[src/rtl/cpu_debug_pkg.sv]
// Shared definitions for the CPU debug-port frame transmitter: serializer
// state encoding, frame constants and the checksum helper.
package cpu_debug_pkg;

   typedef enum logic [1:0] {
      IDLE  = 2'd0,
      START = 2'd1,
      DATA  = 2'd2,
      STOP  = 2'd3
   } state_e;

   localparam logic [7:0]  SYNC_BYTE_DEFAULT = 8'hA5;
   localparam int unsigned FRAME_LEN         = 9;
   localparam int unsigned NUM_DBG           = 7;
   localparam logic [3:0]  LAST_BYTE_IDX     = 4'(FRAME_LEN - 1);

   // Modulo-256 sum of the captured debug bytes; the carry falls off the top.
   function automatic logic [7:0] byte_sum(input logic [NUM_DBG-1:0][7:0] b);
      logic [7:0] acc;
      acc = '0;
      for (int i = 0; i < NUM_DBG; i++) begin
         acc = acc + b[i];
      end
      return acc;
   endfunction

endpackage

[src/rtl/uart_tx_byte.sv]
// 8N1 byte serializer, LSB first. A load in the last cycle of a stop bit
// chains straight into the next start bit with no idle gap.
module uart_tx_byte
   import cpu_debug_pkg::*;
#(
   parameter int unsigned CLKS_PER_BIT = 16
)
(
   input  logic       clk,
   input  logic       rst,
   input  logic       load,
   input  logic [7:0] data,
   output logic       tx,
   output logic       byte_done,
   output state_e     state
);

   localparam int unsigned    BW        = (CLKS_PER_BIT > 1) ? $clog2(CLKS_PER_BIT) : 1;
   localparam logic [BW-1:0]  BAUD_LAST = BW'(CLKS_PER_BIT - 1);

   state_e        state_q, state_d;
   logic [BW-1:0] baud_q, baud_d;
   logic [2:0]    bit_q, bit_d;
   logic [7:0]    shift_q, shift_d;
   logic          tx_q, tx_d;
   logic          bit_end;

   always_comb begin
      state_d   = state_q;
      baud_d    = baud_q;
      bit_d     = bit_q;
      shift_d   = shift_q;
      byte_done = 1'b0;
      tx_d      = 1'b1;
      bit_end   = (baud_q == BAUD_LAST);

      if (state_q != IDLE) begin
         baud_d = bit_end ? '0 : baud_q + 1'b1;
      end

      case (state_q)
         IDLE: begin
            if (load) begin
               state_d = START;
               shift_d = data;
               bit_d   = '0;
            end
         end
         START: begin
            if (bit_end) begin
               state_d = DATA;
               bit_d   = '0;
            end
         end
         DATA: begin
            if (bit_end) begin
               shift_d = {1'b0, shift_q[7:1]};
               if (bit_q == 3'd7) begin
                  state_d = STOP;
                  bit_d   = '0;
               end else begin
                  bit_d = bit_q + 3'd1;
               end
            end
         end
         STOP: begin
            if (bit_end) begin
               byte_done = 1'b1;
               if (load) begin
                  state_d = START;
                  shift_d = data;
                  bit_d   = '0;
               end else begin
                  state_d = IDLE;
               end
            end
         end
         default: state_d = IDLE;
      endcase

      // tx is registered from the next state so the line never glitches.
      case (state_d)
         START:   tx_d = 1'b0;
         DATA:    tx_d = shift_d[0];
         default: tx_d = 1'b1;
      endcase
   end

   always_ff @(posedge clk) begin
      if (rst) begin
         state_q <= IDLE;
         baud_q  <= '0;
         bit_q   <= '0;
         shift_q <= '0;
         tx_q    <= 1'b1;
      end else begin
         state_q <= state_d;
         baud_q  <= baud_d;
         bit_q   <= bit_d;
         shift_q <= shift_d;
         tx_q    <= tx_d;
      end
   end

   assign tx    = tx_q;
   assign state = state_q;

endmodule

[src/rtl/debug_frame_tx.sv]
// Sends SYNC, the seven captured CPU debug bytes and their modulo-256 sum
// as one back-to-back 8N1 frame per accepted start.
module debug_frame_tx
   import cpu_debug_pkg::*;
#(
   parameter int unsigned CLKS_PER_BIT = 16,
   parameter logic [7:0]  SYNC_BYTE    = SYNC_BYTE_DEFAULT
)
(
   input  logic       clk,
   input  logic       rst,
   input  logic [7:0] dbg1,
   input  logic [7:0] dbg2,
   input  logic [7:0] dbg3,
   input  logic [7:0] dbg4,
   input  logic [7:0] dbg5,
   input  logic [7:0] dbg6,
   input  logic [7:0] dbg7,
   input  logic       start,
   output logic       ready,
   output logic       busy,
   output logic       done,
   output logic       tx,
   output state_e     fsm_state
);

   logic                     active_q, active_d;
   logic [3:0]               idx_q, idx_d;
   logic [NUM_DBG-1:0][7:0]  cap_q, cap_d;
   logic [3:0]               idx_next;
   logic [7:0]               chk;
   logic [7:0]               load_byte;
   logic                     load;
   logic                     byte_done;
   logic                     frame_last;
   logic                     accept;

   // Handshake: a frame is accepted on any rising edge where start and ready
   // are both high. ready is also high in the final cycle of a frame (the
   // done cycle), so a held start chains frames with no idle time.
   always_comb begin
      active_d  = active_q;
      idx_d     = idx_q;
      cap_d     = cap_q;
      load      = 1'b0;
      load_byte = SYNC_BYTE;

      chk        = byte_sum(cap_q);
      idx_next   = idx_q + 4'd1;
      frame_last = active_q & byte_done & (idx_q == LAST_BYTE_IDX);
      ready      = ~active_q | frame_last;
      accept     = start & ready;

      if (accept) begin
         active_d  = 1'b1;
         idx_d     = '0;
         cap_d     = {dbg7, dbg6, dbg5, dbg4, dbg3, dbg2, dbg1};
         load      = 1'b1;
         load_byte = SYNC_BYTE;
      end else if (frame_last) begin
         active_d = 1'b0;
         idx_d    = '0;
      end else if (active_q && byte_done) begin
         idx_d = idx_next;
         load  = 1'b1;
         case (idx_next)
            4'd1:    load_byte = cap_q[0];
            4'd2:    load_byte = cap_q[1];
            4'd3:    load_byte = cap_q[2];
            4'd4:    load_byte = cap_q[3];
            4'd5:    load_byte = cap_q[4];
            4'd6:    load_byte = cap_q[5];
            4'd7:    load_byte = cap_q[6];
            4'd8:    load_byte = chk;
            default: load_byte = SYNC_BYTE;
         endcase
      end
   end

   always_ff @(posedge clk) begin
      if (rst) begin
         active_q <= 1'b0;
         idx_q    <= '0;
         cap_q    <= '0;
      end else begin
         active_q <= active_d;
         idx_q    <= idx_d;
         cap_q    <= cap_d;
      end
   end

   uart_tx_byte #(
      .CLKS_PER_BIT (CLKS_PER_BIT)
   ) u_ser (
      .clk       (clk),
      .rst       (rst),
      .load      (load),
      .data      (load_byte),
      .tx        (tx),
      .byte_done (byte_done),
      .state     (fsm_state)
   );

   assign busy = active_q;
   assign done = frame_last;

endmodule

[config.mk]
export PLATFORM = sky130hd
export DESIGN_NAME = debug_frame_tx
export DESIGN_NICKNAME = d
export VERILOG_FILES = /design/src/rtl/cpu_debug_pkg.sv /design/src/rtl/uart_tx_byte.sv /design/src/rtl/debug_frame_tx.sv
export SDC_FILE = /design/constraint.sdc
export NUM_CORES = 1
export LEC_CHECK = 0
export ABC_CLOCK_PERIOD_IN_PS = 9800
export CAP_MARGIN = 20
export CORE_MARGIN = 1
export CORE_UTILIZATION = 50
export DETAILED_ROUTE_END_ITERATION = 6
export GPL_ROUTABILITY_DRIVEN = 0
export GPL_TIMING_DRIVEN = 0
export PLACE_DENSITY = 0.73
export SYNTH_ARGS = -nofsm -noshare
export SYNTH_HDL_FRONTEND = slang
export SYNTH_SLANG_ARGS = --single-unit
[constraint.sdc]
create_clock -name clk -period 9.8 [get_ports clk]
set_input_delay 1.96 -clock clk [delete_from_list [all_inputs] [get_ports clk]]
set_output_delay 1.96 -clock clk [all_outputs]
set_load 0.02 [all_outputs]
==> impl_metrics.json, run 1 <==
{
  "synth-seq-cells": 79,
  "cp_data_required_time_ps": 7840,
  "cts_htree_levels": 3,
  "die_area_mm2": 0.0106,
  "async_flop_share_pct": 0,
  "rows": 36,
  "fin_worst_skew_ps": 7.17,
  "slew_violations": 0,
  "max-slew-margin-rel_pct": 52.6,
  "cts.sinks": 79,
  "hold_viol": 0,
  "io_pins": 65,
  "synth-adder-area-share_pct": 17.0,
  "synth_top_area_share_pct": 31.1,
  "grt_util_all_layers_pct": 28.6,
  "cts-hold-fix-buffers": 0,
  "die_h_um": 103,
  "min_path_type": "reg -> reg",
  "drt_wl_total_um": 13900,
  "yosysWarnings": 0,
  "min_period_over_period_pct": 44.2,
  "fill_cells": 914,
  "synth_xor_area_share_pct": 3.37,
  "drt-initial-drc-count": 420,
  "core_mm2": 0.00982,
  "antenna_found_initial": 0,
  "diodes": 0,
  "routedWlPerCell_um": 16.6,
  "layout_min_cycle_time_ps": 4340,
  "portBuffers": 64,
  "synth_area_per_cell_um2": 8.17,
  "endpoint_kind": "output pin",
  "grt_pass1_wl_um": 22500,
  "area_growth_pct": 20.0,
  "synth_top_area_cell": "dfxtp_1",
  "clockRootBuffer": "clkbuf_8",
  "status": "completed",
  "cts_buffer_depth": 2,
  "initial_core_util_pct": 51.8,
  "synth.net_count": 732,
  "setup-tns-final_ps": 0,
  "postCtsSetupRepairBufs": 0,
  "leakage_nw": 2.46,
  "final_antenna_net_count": 0,
  "rsz0062_at_grt": "no",
  "tritoncts": "yes",
  "ir_drop_v": 0.0000781,
  "drt_first_pass_iters": 5,
  "cp_data_arrival_time_ps": 2380,
  "synth_top_family_by_area": "compound AO/OA/AOI/OAI gates",
  "path_class": "reg -> out",
  "clk_pin_slew_ps": 80,
  "synth_compound_area_share_pct": 20.4,
  "drc": 0,
  "crit_fanout": 10,
  "vias_per_cell": 5.60,
  "clock.fmax_ghz": 0.231,
  "cts_inserted_buffers": 9,
  "num_vias": 4685,
  "syn_inst": 623,
  "p_total_uw": 850,
  "whs_ps": 480,
  "fin_nets": 807,
  "synthSimpleGateAreaFrac_pct": 17.5,
  "synth_enable_flop_cells": 0,
  "synth_cell_type_count": 64,
  "dpl.hpwl_um": 10600,
  "drive_above_1_share_pct": 6.12,
  "grt-ovfl-total": 0,
  "synthesis.area_mm2": 0.00509,
  "grt_max_degree": 13,
  "die_x_um": 103,
  "netlist_top_cells_count": "nand2_1 (138), dfxtp_1 (79), a21oi_1 (76)",
  "synth_mux_area_share_pct": 2.14,
  "synthTopCellsByArea": "dfxtp_1 (31%), fa_1 (13%), nand2_1 (10%), a21oi_1 (7.5%), inv_1 (4.9%)",
  "worst_pin_slew_ps": 710,
  "synthFlopType": "dfxtp_1",
  "max-cap-violations": 0,
  "start_kind": "flop",
  "yosysSeqAreaShare_pct": 31.1,
  "grt_pass1_vias": 4653,
  "setup_viol_count_final": 0,
  "synth_most_common_cell": "nand2_1",
  "cts-resized-gates": 0,
  "pwr_density_cell_mw_per_mm2": 139,
  "worstSkewPairLatency_ps": 360
}
-- cell usage in the layout (no fill, tap or decap), types with 4 or more instances in the layout --
| cell | synthesis | final |
|---|---|---|
| o21ai_0 | 11 | 11 |
| fa_1 | 32 | 32 |
| nor2_1 | 29 | 29 |
| o22ai_1 | 4 | 4 |
| a221oi_1 | 4 | 4 |
| clkbuf_8 | 0 | 12 |
| nand2_1 | 138 | 138 |
| buf_2 | 9 | 9 |
| a22oi_1 | 17 | 17 |
| and3_1 | 4 | 4 |
| clkdlybuf4s50_1 | 0 | 64 |
| dfxtp_1 | 79 | 79 |
| nor2b_1 | 4 | 4 |
| a222oi_1 | 8 | 8 |
| ha_1 | 18 | 18 |
| xor2_1 | 4 | 4 |
| inv_1 | 67 | 67 |
| a21o_1 | 6 | 6 |
| clkbuf_1 | 21 | 23 |
| nand3_1 | 5 | 5 |
| xnor2_1 | 13 | 13 |
| a21oi_1 | 76 | 76 |
| mux2_2 | 5 | 5 |
| nor3_1 | 5 | 5 |
-- worst max-delay path, cell delays in order (launching register included) --
cell,delay [ps]
dfxtp_1,410
ha_1,260
and4_1,220
buf_4,180
nand3_1,140
nor2_1,180
clkdlybuf4s50_1,620
-- state kept, by name (all words and copies together), names as in the netlist --
name and flops:
u_ser.baud_q 4, idx_q 4, u_ser.state 2, cap_q 56, u_ser.bit_q 3, u_ser.tx 1
busy 1, u_ser.shift_q 8
-- layout make-up --
class / count / area, um^2 / area share, %
inverter: 67 / 251 / 4.12
timing repair buffer: 64 / 641 / 10.5
multi-input combinational: 439 / 3070 / 50.3
buffer: 38 / 184 / 3.01
clock buffer: 14 / 173 / 2.83
clock inverter: 2 / 37.5 / 0.615
tap: 133 / 166 / 2.73
sequential: 79 / 1580 / 25.9
-- metrics by stage --
| stage | worst slack (ps) | instances | area [um^2] | utilization (%) |
|---|---|---|---|---|
| 2_1_floorplan | 5840 | 623 | 5090 | - |
| 3_3_place_gp | 5630 | 820 | 5890 | 60.0 |
| 3_5_place_dp | 5510 | 820 | 5890 | 60.0 |
| 4_1_cts | 5450 | 836 | 6100 | 62.2 |
| 6_report | 5460 | 836 | 6100 | 62.2 |
| 5_1_grt | 5330 | 836 | 6100 | 62.2 |
-- cell families after synthesis --
family,after synthesis
simple gates,205
compound gates,157
buf+inv,105
flops,79
fa+ha+maj,50
xor+xnor,18
mux,9
-- final timing paths --
path | slack (ps) | startpoint | cells past startpoint | end
hold reg to reg | 480 | cap_q[4]$_SDFFE_PP0P_ | 2 | cap_q[4]$_SDFFE_PP0P_
setup / recovery | 5460 | u_ser.baud_q[0]$_SDFFE_PP0N_ | 6 | done
hold / removal | 480 | cap_q[4]$_SDFFE_PP0P_ | 2 | cap_q[4]$_SDFFE_PP0P_
setup reg to reg | 5480 | cap_q[2]$_SDFFE_PP0P_ | 14 | u_ser.shift_q[7]$_SDFFE_PP0P_
-- layer usage --
metal  global-route usage [%]  share of wire, %  vias up
li1                         -                 -     2239
met1                     36.4                43     2244
met2                     47.2                47      177
met3                     6.58               6.9       25
met4                     11.6               2.7        0
met5                        0                 0        -
-- report_power, final --
group	switching [mW]	total, mW	internal (mW)
logic	0.121	0.232	0.111
clock network	0.125	0.264	0.139
registers	0.0172	0.354	0.337
total	0.263	0.850	0.587
(Power assumes the default switching activity.)
==> run 2, diff against run 1 <==
--- a/config.mk
+++ b/config.mk
@@ -5,7 +5,7 @@
 export SDC_FILE = /design/constraint.sdc
 export NUM_CORES = 1
 export LEC_CHECK = 0
-export ABC_CLOCK_PERIOD_IN_PS = 9800
+export ABC_CLOCK_PERIOD_IN_PS = 4500
 export CAP_MARGIN = 20
 export CORE_MARGIN = 1
 export CORE_UTILIZATION = 50
==> constraint.sdc (replaced) <==
create_clock -name clk -period 4.5 [get_ports clk]
set_input_delay 0.9 -clock clk [delete_from_list [all_inputs] [get_ports clk]]
set_output_delay 0.9 -clock clk [all_outputs]
set_load 0.02 [all_outputs]
==> results of run 2 <==
Same layout as run 1 (identical final DEF). Status: completed.
Main changes from that run: setup slack after placement 5510 ps -> 214 ps; setup slack after layout 5460 ps -> 184 ps; start point of the critical path u_ser.baud_q[0]$_SDFFE_PP0N_ -> cap_q[2]$_SDFFE_PP0P_; end point of the critical path done -> u_ser.shift_q[7]$_SDFFE_PP0P_; register-to-register setup slack 5480 ps -> 180 ps; total power 0.850 mW -> 1.85 mW; worst IR drop on VDD 0.0000781 V -> 0.000170 V
